==> config.mk <==
export PLATFORM = sky130hd
export DESIGN_NAME = bdl_ctl
export DESIGN_NICKNAME = d
export VERILOG_FILES = /design/src/rtl/bdl_ctl.sv
export SDC_FILE = /design/constraint.sdc
export NUM_CORES = 1
export LEC_CHECK = 0
export CORE_MARGIN = 3
export CORE_UTILIZATION = 39
export CTS_CLUSTER_DIAMETER = 40
export CTS_CLUSTER_SIZE = 25
export DETAILED_ROUTE_END_ITERATION = 8
export GPL_TIMING_DRIVEN = 0
export PLACE_DENSITY_LB_ADDON = 0.15
export SYNTH_ARGS = -nofsm -noshare
export SYNTH_HDL_FRONTEND = slang
export SYNTH_SLANG_ARGS = --single-unit
==> constraint.sdc <==
create_clock -name wb_clk_i -period 3.9 [get_ports wb_clk_i]
set_clock_uncertainty 0.1 [all_clocks]
set_input_delay 1.17 -clock wb_clk_i [delete_from_list [all_inputs] [get_ports wb_clk_i]]
set_output_delay 1.17 -clock wb_clk_i [all_outputs]
set_load 0.005 [all_outputs]
==> src/rtl/bdl_ctl.sv <==
// rtl/bdl_ctl.sv - buffer descriptor list controller
// Fetches and chains descriptors over a DMA master, mirrors words into a register file, writes back status.
module bdl_ctl (
  input  logic        wb_clk_i,
  input  logic        wb_rst_n,
  input  logic        fetch_i,
  input  logic        wrst_i,
  input  logic [21:0] base_i,
  input  logic [15:0] sw1_i,
  input  logic [15:0] sw2_i,
  output logic        dm_req_o,
  output logic        dm_we_o,
  output logic [21:0] dm_adr_o,
  output logic [15:0] dm_dat_o,
  input  logic [15:0] dm_dat_i,
  input  logic        dm_ack_i,
  input  logic        dm_err_i,
  output logic [2:0]  dma_adr_o,
  output logic [15:0] dma_dat_o,
  output logic        dma_we_o,
  output logic        dma_stb_o,
  output logic        busy_o,
  output logic        valid_o,
  output logic        eol_o,
  output logic        nxm_o,
  output logic        cherr_o,
  output logic        done_o
);

  typedef enum logic [2:0] {
    S_IDLE, S_FLAG, S_RD, S_STORE, S_CHK, S_SW2, S_SW1, S_DONE
  } state_t;

  state_t      state_q, state_d;
  logic [21:0] cur_base_q, cur_base_d;
  logic [3:0]  chain_q, chain_d;
  logic [1:0]  rd_idx_q, rd_idx_d;
  logic [15:0] w1_q, w1_d, w2_q, w2_d;
  logic        dm_req_q, dm_req_d, dm_we_q, dm_we_d;
  logic [21:0] dm_adr_q, dm_adr_d;
  logic [15:0] dm_dat_q, dm_dat_d;
  logic [2:0]  dma_adr_q, dma_adr_d;
  logic [15:0] dma_dat_q, dma_dat_d;
  logic        dma_we_q, dma_we_d, dma_stb_q, dma_stb_d;
  logic        busy_q, busy_d, valid_q, valid_d, eol_q, eol_d;
  logic        nxm_q, nxm_d, cherr_q, cherr_d, done_q, done_d;
  logic        bus_ok, bus_err;

  // Completions only count while a request is actually outstanding; error beats ack.
  assign bus_err = dm_req_q & dm_err_i;
  assign bus_ok  = dm_req_q & dm_ack_i & ~dm_err_i;

  always_comb begin
    state_d    = state_q;
    cur_base_d = cur_base_q;
    chain_d    = chain_q;
    rd_idx_d   = rd_idx_q;
    w1_d       = w1_q;
    w2_d       = w2_q;
    dm_req_d   = dm_req_q;
    dm_we_d    = dm_we_q;
    dm_adr_d   = dm_adr_q;
    dm_dat_d   = dm_dat_q;
    dma_adr_d  = dma_adr_q;
    dma_dat_d  = dma_dat_q;
    dma_we_d   = 1'b0;
    dma_stb_d  = 1'b0;
    busy_d     = busy_q;
    valid_d    = valid_q;
    eol_d      = eol_q;
    nxm_d      = nxm_q;
    cherr_d    = cherr_q;
    done_d     = 1'b0;

    case (state_q)
      S_IDLE: begin
        if (fetch_i) begin
          cur_base_d = {base_i[21:1], 1'b0};
          valid_d    = 1'b0;
          eol_d      = 1'b0;
          nxm_d      = 1'b0;
          cherr_d    = 1'b0;
          chain_d    = 4'd0;
          busy_d     = 1'b1;
          state_d    = S_FLAG;
        end else if (wrst_i && valid_q) begin
          busy_d  = 1'b1;
          state_d = S_SW2;
        end
      end
      S_FLAG: begin
        if (!dm_req_q) begin
          dm_req_d = 1'b1;
          dm_we_d  = 1'b1;
          dm_adr_d = cur_base_q;
          dm_dat_d = 16'h4000;
        end else if (bus_ok) begin
          dm_req_d  = 1'b0;
          dma_stb_d = 1'b1;
          dma_we_d  = 1'b1;
          dma_adr_d = 3'd0;
          dma_dat_d = 16'h4000;
          rd_idx_d  = 2'd1;
          state_d   = S_RD;
        end
      end
      S_RD: begin
        if (!dm_req_q) begin
          dm_req_d = 1'b1;
          dm_we_d  = 1'b0;
          dm_adr_d = cur_base_q + {19'd0, rd_idx_q, 1'b0};
        end else if (bus_ok) begin
          dm_req_d  = 1'b0;
          dma_stb_d = 1'b1;
          dma_we_d  = 1'b1;
          dma_adr_d = {1'b0, rd_idx_q};
          dma_dat_d = dm_dat_i;
          if (rd_idx_q == 2'd1) w1_d = dm_dat_i;
          if (rd_idx_q == 2'd2) w2_d = dm_dat_i;
          state_d   = S_STORE;
        end
      end
      S_STORE: begin
        if (rd_idx_q == 2'd3) begin
          state_d = S_CHK;
        end else begin
          rd_idx_d = rd_idx_q + 2'd1;
          state_d  = S_RD;
        end
      end
      S_CHK: begin
        if (!w1_q[15]) begin
          eol_d   = 1'b1;
          valid_d = 1'b0;
          done_d  = 1'b1;
          busy_d  = 1'b0;
          state_d = S_DONE;
        end else if (!w1_q[14]) begin
          valid_d = 1'b1;
          done_d  = 1'b1;
          busy_d  = 1'b0;
          state_d = S_DONE;
        end else if (chain_q != 4'hF) begin
          chain_d    = chain_q + 4'd1;
          cur_base_d = {w1_q[5:0], w2_q[15:1], 1'b0};
          state_d    = S_FLAG;
        end else begin
          cherr_d = 1'b1;
          valid_d = 1'b0;
          done_d  = 1'b1;
          busy_d  = 1'b0;
          state_d = S_DONE;
        end
      end
      S_SW2: begin
        if (!dm_req_q) begin
          dm_req_d = 1'b1;
          dm_we_d  = 1'b1;
          dm_adr_d = cur_base_q + 22'd10;
          dm_dat_d = sw2_i;
        end else if (bus_ok) begin
          dm_req_d  = 1'b0;
          dma_stb_d = 1'b1;
          dma_we_d  = 1'b1;
          dma_adr_d = 3'd5;
          dma_dat_d = dm_dat_q;
          state_d   = S_SW1;
        end
      end
      S_SW1: begin
        if (!dm_req_q) begin
          dm_req_d = 1'b1;
          dm_we_d  = 1'b1;
          dm_adr_d = cur_base_q + 22'd8;
          dm_dat_d = sw1_i;
        end else if (bus_ok) begin
          dm_req_d  = 1'b0;
          dma_stb_d = 1'b1;
          dma_we_d  = 1'b1;
          dma_adr_d = 3'd4;
          dma_dat_d = dm_dat_q;
          valid_d   = 1'b0;
          done_d    = 1'b1;
          busy_d    = 1'b0;
          state_d   = S_DONE;
        end
      end
      S_DONE: state_d = S_IDLE;
      default: state_d = S_IDLE;
    endcase

    // A bus error in any DMA state aborts the whole operation without touching the register file.
    if (bus_err) begin
      dm_req_d  = 1'b0;
      dma_stb_d = 1'b0;
      dma_we_d  = 1'b0;
      nxm_d     = 1'b1;
      valid_d   = 1'b0;
      done_d    = 1'b1;
      busy_d    = 1'b0;
      state_d   = S_DONE;
    end
  end

  always_ff @(posedge wb_clk_i or negedge wb_rst_n) begin
    if (!wb_rst_n) begin
      state_q    <= S_IDLE;
      cur_base_q <= 22'd0;
      chain_q    <= 4'd0;
      rd_idx_q   <= 2'd0;
      w1_q       <= 16'd0;
      w2_q       <= 16'd0;
      dm_req_q   <= 1'b0;
      dm_we_q    <= 1'b0;
      dm_adr_q   <= 22'd0;
      dm_dat_q   <= 16'd0;
      dma_adr_q  <= 3'd0;
      dma_dat_q  <= 16'd0;
      dma_we_q   <= 1'b0;
      dma_stb_q  <= 1'b0;
      busy_q     <= 1'b0;
      valid_q    <= 1'b0;
      eol_q      <= 1'b0;
      nxm_q      <= 1'b0;
      cherr_q    <= 1'b0;
      done_q     <= 1'b0;
    end else begin
      state_q    <= state_d;
      cur_base_q <= cur_base_d;
      chain_q    <= chain_d;
      rd_idx_q   <= rd_idx_d;
      w1_q       <= w1_d;
      w2_q       <= w2_d;
      dm_req_q   <= dm_req_d;
      dm_we_q    <= dm_we_d;
      dm_adr_q   <= dm_adr_d;
      dm_dat_q   <= dm_dat_d;
      dma_adr_q  <= dma_adr_d;
      dma_dat_q  <= dma_dat_d;
      dma_we_q   <= dma_we_d;
      dma_stb_q  <= dma_stb_d;
      busy_q     <= busy_d;
      valid_q    <= valid_d;
      eol_q      <= eol_d;
      nxm_q      <= nxm_d;
      cherr_q    <= cherr_d;
      done_q     <= done_d;
    end
  end

  assign dm_req_o  = dm_req_q;
  assign dm_we_o   = dm_we_q;
  assign dm_adr_o  = dm_adr_q;
  assign dm_dat_o  = dm_dat_q;
  assign dma_adr_o = dma_adr_q;
  assign dma_dat_o = dma_dat_q;
  assign dma_we_o  = dma_we_q;
  assign dma_stb_o = dma_stb_q;
  assign busy_o    = busy_q;
  assign valid_o   = valid_q;
  assign eol_o     = eol_q;
  assign nxm_o     = nxm_q;
  assign cherr_o   = cherr_q;
  assign done_o    = done_q;

endmodule

=== Yosys cells after proc, flatten, opt, wreduce, memory -nomap -nowiden ===
Index checks and enable logic that the tools add are counted.

* Register bits: 129
* Bits of input ports: 76
* Output and inout bits: 67
* Word-level logic and storage cells: 195

* Add/subtract/negate cells: 5
* Equality and inequality tests: 44
* Mux-type cells: 93
* Bitwise gates (word level): 4
* Reduce and logical (&&, ||, !) cells: 30

{| class="wikitable"
|+ Operators by type and width
! cell !! count
|-
| $mux 22 || 8
|-
| $mux 16 || 9
|-
| $pmux 16 s3 || 2
|-
| $pmux 22 s4 || 1
|-
| $mux 3 || 23
|-
| $add 22x4->22 const B || 2
|-
| $pmux 22 s2 || 1
|-
| $ne 2x2->1 const B || 20
|-
| $mux 1 || 32
|-
| $ne 3x3->1 const B || 9
|-
| $reduce_and 5->1 || 5
|-
| $pmux 3 s8 || 1
|-
| $add 22x3->22 || 1
|-
| $reduce_and 9->1 || 2
|-
| $mux 4 || 4
|-
| $reduce_and 4->1 || 4
|-
| $eq 3x3->1 const B || 4
|-
| $pmux 3 s4 || 1
|-
| $reduce_bool 2->1 || 6
|-
| $ne 4x4->1 const B || 2
|-
| $pmux 1 s2 || 4
|-
| $pmux 4 s2 || 1
|-
| $reduce_bool 4->1 || 2
|-
| $reduce_and 7->1 || 1
|-
| 21 further kinds || 31
|}

=== Logic depth before layout (Yosys ltp) ===
* Depth after elaboration: 6
* Depth in mapped cells: 12
* Mapped depth without buffers: 9

=== Worst setup path after synthesis ===
Ideal clock, no wire load.

* Kind: flip-flop to flip-flop
* Start: register state_q[1]
* End: register dm_adr_q[4], in the netlist dm_adr_o[4]
* Library setup time: 121 ps
* Arrival time: 2,826 ps
* Data required time: 3,679 ps
* Path slack: 853 ps
* Cell stages (with the launch flop): 11
* Path buffers: 2
* Period minus slack after synthesis: 3,047 ps
* Cell sequence: dfrtp_1 -> nand3b_2 -> inv_2 -> clkbuf_1 -> clkbuf_1 -> ha_1 -> a21oi_1 -> and2_1 -> o21ai_0 -> a221o_1 -> a22o_1

* Cells in the longest elaborated chain, start to end: 3
* Elaborated cells on any way between the ends: 11
* Those cells by class: eq/ne (8); mux (1); reduce/logical (2)

{| class="wikitable"
|+ RTL lines
! element !! RTL line !! source
|-
| from (decl) || 34 || <nowiki>state_t state_q, state_d;</nowiki>
|-
| from (signal assigned) || 228 || <nowiki>state_q <= state_d;</nowiki>
|-
| $eq 3x3->1, or another cell as far along || 75 || <nowiki>case (state_q)</nowiki>
|-
| $reduce_bool 4->1 (no source line) / $ne 2x2->1 (equally long branches) || n/a ||
|-
| $reduce_and 5->1 (no source line) || n/a ||
|-
| to (signal assigned) || 236 || <nowiki>dm_adr_q <= dm_adr_d;</nowiki>
|-
| to (decl) || 40 || <nowiki>logic [21:0] dm_adr_q, dm_adr_d;</nowiki>
|}

Several ways; a longest one is shown, not always the timed one.
A chain may end at the register's enable or synchronous reset.

=== Worst setup path after layout ===
* Start: register state_q[1]
* End: register dm_adr_q[5], in the netlist dm_adr_o[5]

The elaborated chain is that of the path after synthesis.

==> flow_metrics.py <==
metrics = {
    "timing": {
        "final_critical_path_share_of_the_clock_period_pct": 92.2,
        "hold_violations": 0,
        "worst-slew-pin-transition_ps": 702,
        "max-slew-margin-rel_pct": 53.2,
        "drv_slew": 0,
        "fmax_mhz": 278,
        "setup_viol_count_final": 0,
        "totalNegativeSetupSlack_ps": 0,
        "grt_setup_unrepaired": "no",
        "finalCriticalPeriod_ps": 3590,
    },
    "yosys": {
        "post_synth_instance_area_um2": 6090,
        "postSynthCellCount": 623,
        "synth_enable_flop_cells": 0,
        "synth_seq_area_share_pct": 48.5,
        "synth.largest_area_cell": "sky130_fd_sc_hd__dfrtp_1",
        "asyncSetResetFlopFracSynth_pct": 100,
        "yosysUniqueCellTypes": 72,
        "yosysTopAreaCellShare_pct": 48.5,
        "syn_area_per_cell_um2": 9.77,
        "synth.top_cells.by_area": "sky130_fd_sc_hd__dfrtp_1 49%, sky130_fd_sc_hd__mux2_2 5.6%, sky130_fd_sc_hd__a21oi_1 4.4%",
        "synth.net_count": 708,
        "synthFlopType": "sky130_fd_sc_hd__dfrtp_1",
        "synth_seq_cells": 118,
        "ys_warn_count": 0,
    },
    "grt": {
        "overflow": 0,
        "first_global_vias": 5535,
        "tot_gr_track_use_pct": 22.1,
        "antenna_violations_before_repair": 0,
        "grt_first_pass_wirelength_mm": 29.1,
        "pin_count_of_the_biggest_net_entering_global_routing": 96,
    },
    "clock_tree": {
        "clock_pin_slew_reported_for_the_worst_setup_and_hold_paths_after_clock_tree_synthesis_ps": 60,
        "clock_tree_from_tritoncts": "done",
        "clock-sinks": 118,
        "clock_insertion_delay_worst_skew_ps": 410,
        "clockRootBuffer": "sky130_fd_sc_hd__clkbuf_16",
        "h-tree-depth": 4,
        "cts_max_path_buffers": 2,
        "post_cts.repair.setup_buffers": 0,
        "cts-buffers-inserted": 17,
        "cts_hold_buf": 0,
    },
    "setup_path": {
        "worstPathArrival_ps": 3770,
        "maximum_fanout_along_the_worst_path": 10,
        "crit_path_start_kind": "flop",
        "worstPathBufferInverterCount": 3,
        "required_ps": 4070,
        "worstPathCellList": "nand3b_2 > inv_2 > clkbuf_1 > clkbuf_2 > nor2_1 > fa_1 > a21o_1 > a32o_1 > a32oi_1 > xor2_1 > o21ai_0",
        "critPathCaptureType": "flop",
        "path_class": "flop to flop",
        "maximum_single_stage_delay_on_the_critical_path_ps": 450,
        "critical-path-slowest-cell": "sky130_fd_sc_hd__dfrtp_1",
        "timing.critical_path.max_delay_family": "buffers and inverters",
    },
    "place": {
        "dp.final_hpwl_mm": 14.0,
        "place.port_buffers": 140,
        "globalplace.congestion": 0.853,
        "post-place-cells": 975,
    },
    "floorplanning": {
        "ioPinCount": 143,
        "placeableCoreArea_um2": 15300,
        "die_ar_um2": 17100,
        "die_height_um": 131,
        "initial_utilization_pct": 39.9,
        "num_rows": 45,
        "die-width_um": 131,
    },
    "layout": {
        "antenna_cells": 0,
        "num-fill-cells": 1405,
        "synthToLayoutAreaGrowth_pct": 37.3,
        "stdcell_count": 1006,
        "finish.net_count": 868,
        "share_of_final_layout_standard_cells_stronger_than_drive_strength_1_pct": 11.1,
    },
    "routing": {
        "detail_route.drc_violations": 0,
        "vias_per_inst": 5.44,
        "avgRoutedWirePerCell_um": 18.2,
        "detail_route.first_pass.iterations": 5,
        "drt-total-wl_mm": 18.3,
        "top_signal_layer_used": "met4",
        "drt_iter0_drc": 449,
        "met3WireLength_mm": 1.22,
        "wl_met2_mm": 8.62,
        "antenna_nets_post_route": 0,
        "routed_vias": 5473,
        "wl_met1_mm": 7.98,
    },
    "power_and_ir_drop": {
        "vdd_drop_max_v": 0.000358,
        "power_density_nw_per_um2": 808,
        "static_power_due_to_leakage_nw": 3.42,
    },
    "run": {
        "max-cap-violations": 0,
    },
    "run_status": {
        "outcome": "completed",
    },
    "min_path": {
        "worst_hold_path_type": "flop to flop",
    },
}
## placed cells by master (no fill, tap or decap), drive strengths merged, types with 3 or more instances in the layout
cell type,instances
nor3,5
or3,5
ha,8
nor2,63
o311ai,3
nand3,13
nor2b,5
xor2,7
nand2b,8
clkdlybuf4s50,139
inv,10
nor4,4
mux2i,23
a21oi,54
mux2,30
nand4,6
a21o,3
clkbuf,54
o211ai,3
dfrtp,118
clkinv,6
a22oi,33
nor3b,3
o22ai,5
xnor2,6
a31oi,8
nand2,57
and2,4
buf,16
o31ai,4
o21ai,49
## kinds of logic (layout without fill, tap and decap cells)
logic type | Yosys count | count (layout) | share of synthesized area [%]
simple gates | 188 | 188 | 14.9
compound gates | 185 | 185 | 19.3
flops | 118 | 118 | 48.5
buf+inv | 56 | 228 | 3.97
mux | 53 | 53 | 9.33
xor+xnor | 13 | 13 | 1.87
fa+ha+maj | 9 | 9 | 1.97
other cells | 1 | 1 | 0.0616
## synth_stat cells (6+ instances only)
cell / number
sky130_fd_sc_hd__dfrtp_1: 118
sky130_fd_sc_hd__nor2_1: 61
sky130_fd_sc_hd__nand2_1: 56
sky130_fd_sc_hd__a21oi_1: 54
sky130_fd_sc_hd__o21ai_0: 48
sky130_fd_sc_hd__a22oi_1: 32
sky130_fd_sc_hd__clkbuf_1: 31
sky130_fd_sc_hd__mux2_2: 30
sky130_fd_sc_hd__mux2i_1: 23
sky130_fd_sc_hd__nand3_1: 13
sky130_fd_sc_hd__inv_1: 9
sky130_fd_sc_hd__a31oi_1: 8
sky130_fd_sc_hd__ha_1: 8
sky130_fd_sc_hd__nand2b_1: 8
sky130_fd_sc_hd__xor2_1: 7
sky130_fd_sc_hd__buf_2: 6
sky130_fd_sc_hd__nand4_1: 6
sky130_fd_sc_hd__xnor2_1: 6
## layout make-up
cell class | count | area (um2) | share of cell area, %
flip-flops and latches | 118 | 2950 | 35.3
inverters | 10 | 37.5 | 0.449
clock buffers | 22 | 474 | 5.67
plain buffers | 46 | 205 | 2.46
well taps | 211 | 264 | 3.16
repair buffers | 141 | 1430 | 17.1
multi-input cells | 449 | 2890 | 34.6
clock inverters | 9 | 101 | 1.21
## routing by layer
layer	vias to the layer above	global-route usage (%)
met4	0	8.23
met3	35	6.95
li1	2593	-
met1	2655	28.6
met5	-	0
met2	190	35.1
## where the power goes
group	leakage [nW]	switching, mW	total [mW]	internal (mW)
sequential	1.47	0.434	2.19	1.76
combinational	1.67	1.58	3.04	1.46
clock	0.286	0.541	1.52	0.982
total	3.42	2.55	6.75	4.20
## sequential cells by signal, indices dropped and copies added (netlist names)
name and cells:
dm_dat_o 16, dm_adr_o 21, w1_q 8, dma_dat_o 16, dma_stb_o 1, done_o 1, state_q 3, rd_idx_q 2
dm_req_o 1, cur_base_q 21, w2_q 15, cherr_o 1, eol_o 1, valid_o 1, dm_we_o 1, chain_q 4
nxm_o 1, busy_o 1, dma_adr_o 3
## worst paths after layout
kind                                          startpoint                         to  slack, ps  cells past startpoint
min in group asynchronous                       wb_rst_n     state_q[2]$_DFFE_PN0P_        510                      1
worst min-delay path            dm_adr_o[12]$_DFFE_PN0P_   dm_adr_o[12]$_DFFE_PN0P_        380                      2
worst max-delay path              state_q[1]$_DFFE_PN0P_    dm_adr_o[5]$_DFFE_PN0P_        310                     11
worst min register to register  dm_adr_o[12]$_DFFE_PN0P_   dm_adr_o[12]$_DFFE_PN0P_        380                      2
max in group asynchronous                       wb_rst_n  dma_dat_o[14]$_DFFE_PN0P_       2430                      2
worst max register to register    state_q[1]$_DFFE_PN0P_    dm_adr_o[5]$_DFFE_PN0P_        310                     11
## per-stage QoR
step | power, mW | cell area [um2] | hold WS, ps | utilization (%) | setup slack [ps]
4_1_cts | 6.79 | 8360 | 391 | 54.8 | 81.7
5_1_grt | 7.26 | 8360 | 416 | 54.8 | 68.7
2_1_floorplan | 3.82 | 6090 | 373 | - | 853
6_report | 6.75 | 8360 | 380 | 54.8 | 305
3_5_place_dp | 5.23 | 7780 | 379 | 51.0 | 97.2
3_3_place_gp | 5.15 | 7750 | 373 | 50.8 | -2980
## worst reg2reg max path: cells and delay by family, from the launching register on
| kind | cells | cell delay, ps |
|---|---|---|
| buffers and inverters | 3 | 890 |
| AO/OA/AOI/OAI | 4 | 840 |
| AND/OR/NAND/NOR | 2 | 520 |
| flip-flops | 1 | 450 |
| adder cells (fa/ha/maj) | 1 | 450 |
| XOR/XNOR | 1 | 210 |
## repair_timing
item                       in CTS  in global routing
hold endpoints to repair        0                  0
resized for setup               0                  2
setup endpoints to repair       0                  6
No activity file was read; power rests on OpenSTA's default activity.
